**config.mk**
```make
export PLATFORM = sky130hd
export DESIGN_NAME = pooling_max_unit_flat
export DESIGN_NICKNAME = d
export VERILOG_FILES = /design/src/rtl/pooling_max_unit_if.sv /design/src/rtl/pooling_max_unit.sv /design/src/flat_wrapper.sv
export SDC_FILE = /design/constraint.sdc
export NUM_CORES = 1
export LEC_CHECK = 0
export ABC_AREA = 1
export CORE_MARGIN = 2
export CORE_UTILIZATION = 45
export CTS_BUF_LIST = sky130_fd_sc_hd__clkbuf_8
export CTS_CLUSTER_SIZE = 25
export DETAILED_ROUTE_END_ITERATION = 6
export PLACE_DENSITY = 0.72
export SLEW_MARGIN = 20
export SYNTH_ARGS = -nofsm -noshare
export SYNTH_HDL_FRONTEND = slang
export SYNTH_SLANG_ARGS = --single-unit
```
**constraint.sdc**
```tcl
create_clock -name clk -period 5.5 [get_ports clk]
set_input_delay 1.375 -clock clk [delete_from_list [all_inputs] [get_ports clk]]
set_output_delay 1.375 -clock clk [all_outputs]
set_load 0.05 [all_outputs]
```
**src/rtl/pooling_max_unit_if.sv**
```systemverilog
// Stream bundle between the pooling input interface, the max unit and the output stage.
// The master drives words in and consumes window results; the slave is the max unit.
`ifndef DATA_WIDTH
`define DATA_WIDTH 32
`endif

interface pooling_max_unit_if #(
  parameter int ROW_WIDTH = 3
);
  logic                   clear;
  logic                   input_valid;
  logic [`DATA_WIDTH-1:0] data_in;
  logic                   out_valid;
  logic [`DATA_WIDTH-1:0] data_out;
  logic [ROW_WIDTH-1:0]   out_col;
  logic                   row_done;

  modport master (
    output clear, input_valid, data_in,
    input  out_valid, data_out, out_col, row_done
  );

  modport slave (
    input  clear, input_valid, data_in,
    output out_valid, data_out, out_col, row_done
  );
endinterface

```
**src/rtl/pooling_max_unit.sv**
```systemverilog
// Streaming POOL_SIZE x POOL_SIZE max pooling of row-major IEEE-754 words.
// Horizontal maxima are accumulated on the fly; vertical maxima live in a per-group partial buffer.
`ifndef DATA_WIDTH
`define DATA_WIDTH 32
`endif

module pooling_max_unit #(
  parameter int POOL_SIZE  = 2,
  parameter int IN_ROW_LEN = 6,
  parameter int ROW_WIDTH  = 3
) (
  input logic               clk,
  input logic               rst_n,
  pooling_max_unit_if.slave bus
);
  localparam int DW          = `DATA_WIDTH;
  localparam int OUT_ROW_LEN = IN_ROW_LEN / POOL_SIZE;
  localparam int PW          = $clog2(POOL_SIZE);

  // Bit-level float max; equal patterns keep the stored operand a.
  function automatic logic [DW-1:0] fmax(input logic [DW-1:0] a, input logic [DW-1:0] b);
    logic [DW-1:0] r;
    if (a[DW-1] != b[DW-1])
      r = a[DW-1] ? b : a;
    else if (!a[DW-1])
      r = (b[DW-2:0] > a[DW-2:0]) ? b : a;
    else
      r = (b[DW-2:0] < a[DW-2:0]) ? b : a;
    return r;
  endfunction

  // The column counter is kept split as (group, position within group) to avoid a divider.
  logic [PW-1:0]        sub_q, sub_d;
  logic [ROW_WIDTH-1:0] grp_q, grp_d;
  logic [PW-1:0]        phase_q, phase_d;
  logic [DW-1:0]        h_acc_q, h_acc_d;
  logic [DW-1:0]        part_q [OUT_ROW_LEN];
  logic [DW-1:0]        part_d [OUT_ROW_LEN];
  logic                 out_valid_q, out_valid_d;
  logic [DW-1:0]        data_out_q, data_out_d;
  logic [ROW_WIDTH-1:0] out_col_q, out_col_d;
  logic                 row_done_q, row_done_d;

  logic [DW-1:0] h_fin;
  logic [DW-1:0] part_sel;
  logic          grp_end;
  logic          last_grp;

  always_comb begin
    sub_d       = sub_q;
    grp_d       = grp_q;
    phase_d     = phase_q;
    h_acc_d     = h_acc_q;
    part_d      = part_q;
    out_valid_d = 1'b0;
    row_done_d  = 1'b0;
    data_out_d  = data_out_q;
    out_col_d   = out_col_q;
    h_fin       = fmax(h_acc_q, bus.data_in);
    grp_end     = (sub_q == PW'(POOL_SIZE - 1));
    last_grp    = (grp_q == ROW_WIDTH'(OUT_ROW_LEN - 1));
    part_sel    = '0;
    for (int i = 0; i < OUT_ROW_LEN; i++)
      if (grp_q == ROW_WIDTH'(i)) part_sel = part_q[i];

    if (bus.clear) begin
      sub_d   = '0;
      grp_d   = '0;
      phase_d = '0;
    end else if (bus.input_valid) begin
      h_acc_d = (sub_q == '0) ? bus.data_in : h_fin;

      if (grp_end) begin
        if (phase_q == PW'(POOL_SIZE - 1)) begin
          data_out_d  = fmax(part_sel, h_fin);
          out_col_d   = grp_q;
          out_valid_d = 1'b1;
          row_done_d  = last_grp;
        end else begin
          for (int i = 0; i < OUT_ROW_LEN; i++)
            if (grp_q == ROW_WIDTH'(i))
              part_d[i] = (phase_q == '0) ? h_fin : fmax(part_q[i], h_fin);
        end

        sub_d = '0;
        if (last_grp) begin
          grp_d   = '0;
          phase_d = (phase_q == PW'(POOL_SIZE - 1)) ? '0 : phase_q + PW'(1);
        end else begin
          grp_d = grp_q + ROW_WIDTH'(1);
        end
      end else begin
        sub_d = sub_q + PW'(1);
      end
    end
  end

  always_ff @(posedge clk or negedge rst_n) begin
    if (!rst_n) begin
      sub_q       <= '0;
      grp_q       <= '0;
      phase_q     <= '0;
      h_acc_q     <= '0;
      for (int i = 0; i < OUT_ROW_LEN; i++) part_q[i] <= '0;
      out_valid_q <= 1'b0;
      data_out_q  <= '0;
      out_col_q   <= '0;
      row_done_q  <= 1'b0;
    end else begin
      sub_q       <= sub_d;
      grp_q       <= grp_d;
      phase_q     <= phase_d;
      h_acc_q     <= h_acc_d;
      part_q      <= part_d;
      out_valid_q <= out_valid_d;
      data_out_q  <= data_out_d;
      out_col_q   <= out_col_d;
      row_done_q  <= row_done_d;
    end
  end

  assign bus.out_valid = out_valid_q;
  assign bus.data_out  = data_out_q;
  assign bus.out_col   = out_col_q;
  assign bus.row_done  = row_done_q;
endmodule

```
**src/flat_wrapper.sv**
```systemverilog
// flat-port wrapper written by rule: the top's interface ports become plain ports
module pooling_max_unit_flat 
#(
  parameter int POOL_SIZE  = 2,
  parameter int IN_ROW_LEN = 6,
  parameter int ROW_WIDTH  = 3
)
  (clk, rst_n, bus_clear, bus_input_valid, bus_data_in, bus_out_valid, bus_data_out, bus_out_col, bus_row_done);
  pooling_max_unit_if #(.ROW_WIDTH(ROW_WIDTH)) bus_i ();
  input logic clk;
  input logic rst_n;
  input wire logic [$bits(bus_i.clear)-1:0] bus_clear;
  input wire logic [$bits(bus_i.input_valid)-1:0] bus_input_valid;
  input wire logic [$bits(bus_i.data_in)-1:0] bus_data_in;
  output wire logic [$bits(bus_i.out_valid)-1:0] bus_out_valid;
  output wire logic [$bits(bus_i.data_out)-1:0] bus_data_out;
  output wire logic [$bits(bus_i.out_col)-1:0] bus_out_col;
  output wire logic [$bits(bus_i.row_done)-1:0] bus_row_done;
  assign bus_i.clear = bus_clear;
  assign bus_i.input_valid = bus_input_valid;
  assign bus_i.data_in = bus_data_in;
  assign bus_out_valid = bus_i.out_valid;
  assign bus_data_out = bus_i.data_out;
  assign bus_out_col = bus_i.out_col;
  assign bus_row_done = bus_i.row_done;
  pooling_max_unit #(.POOL_SIZE(POOL_SIZE), .IN_ROW_LEN(IN_ROW_LEN), .ROW_WIDTH(ROW_WIDTH)) u_core (.clk(clk), .rst_n(rst_n), .bus(bus_i));
endmodule
```
==> results.ini <==
[synthesis]
synth_top_area_share_pct = 34.7
syn_avg_cell_area_sq_um = 6.99
synth_top_family_by_area = simple AND/OR/NAND/NOR gates
synth_compound_area_share_pct = 20.5
synth_area_leaders = dfrtp_1 (35%), nand2_1 (14%), nand3_1 (7.9%)
syn_inst = 1753
synth-edff-count = 0
yosysMostFrequentCell = nand2_1
synthesis.area_sq_mm = 0.0123
synth.net_count = 1853
muxShareOfSynthArea_pct = 0
yosysSeqAreaShare_pct = 34.7
synth_flop_cell = dfrtp_1
synth-simple-area-share_pct = 28.9
synth.distinct_cells = 34
synth_async_sr_flop_share_pct = 100
yosys_warnings = 0
synth-adder-area-share_pct = 6.53
ys_ff_latch = 170
synth_xor_area_share_pct = 0
synth_area_leader_cell = dfrtp_1
synth_commonest_cells = nand2_1 (470), nand3_1 (194), a21oi_1 (178), dfrtp_1 (170), o21ai_0 (159)

[critical_path]
worst_path_most_repeated_cell = nand2_1
critPathMaxFanout = 13
rr_startpoint = u_core.h_acc_q[21]
startpoint_type = input port
worst_r2r_path_depth = 34
regToRegSetupSlack_ps = 980
crit_slowest_cell = clkdlybuf4s50_1
arrival_ps = 5700
cp.buffers_inverters = 8
end_kind = flop
critPathTopFamily = simple AND/OR/NAND/NOR gates
worstSetupPathType = input port to flop
required_ps = 5880
r2r_end = u_core.bus.data_out[29]
critPathMaxStageDelay_ps = 440

[power_and_ir_drop]
irDropWorstVdd_uv = 404
p_leak_uw = 0.00764
power.density_mw_per_mm2 = 548

[worst_hold_path]
min_path_cells = 2
hp-class = flop to flop
holdCritStartpoint = u_core.bus.out_col[1]
whs_endpoint = u_core.bus.out_col[1]

[route]
drc_errors = 0
drtIter0Drc = 1691
vias_per_cell = 5.78
wl_um = 39900
firstDrtPassIters = 6
final_antenna_net_count = 0
num_vias = 13000
wl_per_cell_um = 17.7

[placement]
dpl_cell_area_sq_mm = 0.0141
place_hpwl_um = 27100
gp_congestion = 0.920
io_buffers = 72

[clocking]
clkLatencyLatePin_ps = 480
clockBufferDepth = 2
cts_tree = yes
cts_hold_buf = 0
numCtsBuffers = 17
root_buffer = clkbuf_8
cts.sinks = 170
htreeDepth = 4
path_clk_slew_ps = 120

[global_route]
grt_max_degree = 131
grt_usage_pct = 27.2
antenna_found_initial = 0
grt_pass1_wl_um = 62000
grt_pass1_vias = 12100
overflow = 0

[die]
num_rows = 60
die_h_um = 169
pin_count = 73
start_util_pct = 45.6
die_area_sq_mm = 0.0286
die_w_um = 169
core_sq_mm = 0.0269

[layout]
drive_gt1_share_pct = 17.0
fin_nets = 1996
diodes = 0
stdcell_area_sq_mm = 0.0150
area.growth.synth_to_final_pct = 22.0
register_area_sq_mm = 0.00426
fillers = 2501
multi_input_area_sq_mm = 0.00703

[job]
drv_cap = 0

[sta]
hold_violations = 0
final-setup-viol-count = 0
clock.fmax_mhz = 188
max_slew_margin_pct = 26.8
drv_slew = 0
worst-slew-pin-transition_ps = 1090
fin_crit_sh_pct = 96.7
fin_crit_ps = 5320
setup_tns_ps = 0
finalClockSkew_ps = 22.6

[outcome]
outcome = finished, final reports clean

==> metal layers <==
metal  wire length [um]  global-route usage (%)  vias to the layer above
met5                  0                       0                        -
met1              16400                    34.4                     6088
met2              19100                    46.4                      632
met3               2660                    3.51                      122
met4               1760                    12.5                        0
li1                   -                       -                     6156
==> per-stage QoR <==
stage          worst slack, ps  hold WS (ps)  util [%]  instances  power (uW)
2_1_floorplan              682           453         -       1753        5150
3_3_place_gp              -319           460      52.6       2207        6680
3_5_place_dp              -440           464      52.6       2207        6810
4_1_cts                   70.4           492      54.1       2239        7770
5_1_grt                  -57.1           514      55.6       2250        8790
6_report                   182           485      55.6       2250        8200
==> cells in the final DEF (no fill, tap or decap), types with 4 or more instances in the layout <==
master / n
inv_1: 131
nand4_1: 6
buf_6: 7
nand3_2: 27
o21ai_0: 156
buf_4: 141
a32o_1: 26
dfrtp_1: 169
buf_12: 9
nor3_1: 5
nand3_1: 189
nor3_4: 4
clkdlybuf4s50_1: 67
ha_1: 61
clkinv_8: 5
a31oi_1: 11
a221oi_1: 5
nor2_1: 42
a21oi_1: 174
nand2_2: 43
clkbuf_8: 17
dlymetal6s2s_1: 4
nand2_8: 4
a21o_1: 28
clkbuf_16: 6
inv_8: 5
inv_2: 30
nor2_2: 6
a21oi_2: 4
o21ai_1: 40
nand2_1: 463
==> report_power, final <==
part           internal (uW)  switching, uW  leakage, uW  total [uW]
clock network            348            584     0.000207         932
logic                   2080           3170      0.00531        5260
registers               1720            288      0.00213        2010
total                   4150           4050      0.00764        8200
==> state kept, by name (all words and copies together), names as in the netlist <==
signal / flops
u_core.part_q: 96
u_core.h_acc_q: 32
u_core.bus.row_done: 1
u_core.bus.out_valid: 1
u_core.grp_end: 1
u_core.grp_q: 3
u_core.bus.data_out: 32
u_core.phase_q: 1
u_core.bus.out_col: 3
==> timing repair <==
action | 4_1_cts | 5_1_grt
setup buffers | 0 | 4
gates resized for setup | 1 | 49
cloned | 0 | 7
pin swaps | 0 | 24
setup endpoints to repair | 1 | 32
==> worst max-delay path by stage <==
stage | start | endpoint | slack (ps) | depth (start not counted)
floorplan | bus_data_in[30] | u_core.bus.data_out[0] | 680 | 28
global placement | bus_data_in[22] | u_core.bus.data_out[12] | -320 | 31
detailed placement | bus_data_in[22] | u_core.bus.data_out[28] | -440 | 29
CTS | bus_data_in[22] | u_core.bus.data_out[28] | 70 | 31
global route | bus_data_in[30] | u_core.bus.data_out[29] | -60 | 30
finish | bus_data_in[18] | u_core.bus.data_out[29] | 180 | 34
==> cells by family (layout without fill, tap and decap cells) <==
family          count (synthesis)  in the layout
buf+inv                       276            432
flops                         170            170
compound gates                450            450
fa+ha+maj                      64             64
simple gates                  793            793
==> tightest hold or removal path: stages (launching register included) <==
cell and delay, ps:
dfrtp_1 360, nand2_1 50, nand2_1 40
==> cell type report <==
class / instances / area share [%]
Multi-Input combinational cell: 1307 / 47.0
Sequential cell: 170 / 28.5
Timing Repair Buffer: 235 / 14.7
Inverter: 165 / 4.19
Tap cell: 341 / 2.85
Clock buffer: 17 / 1.56
Clock inverter: 15 / 1.17
No activity file was read; power rests on OpenSTA's default activity.
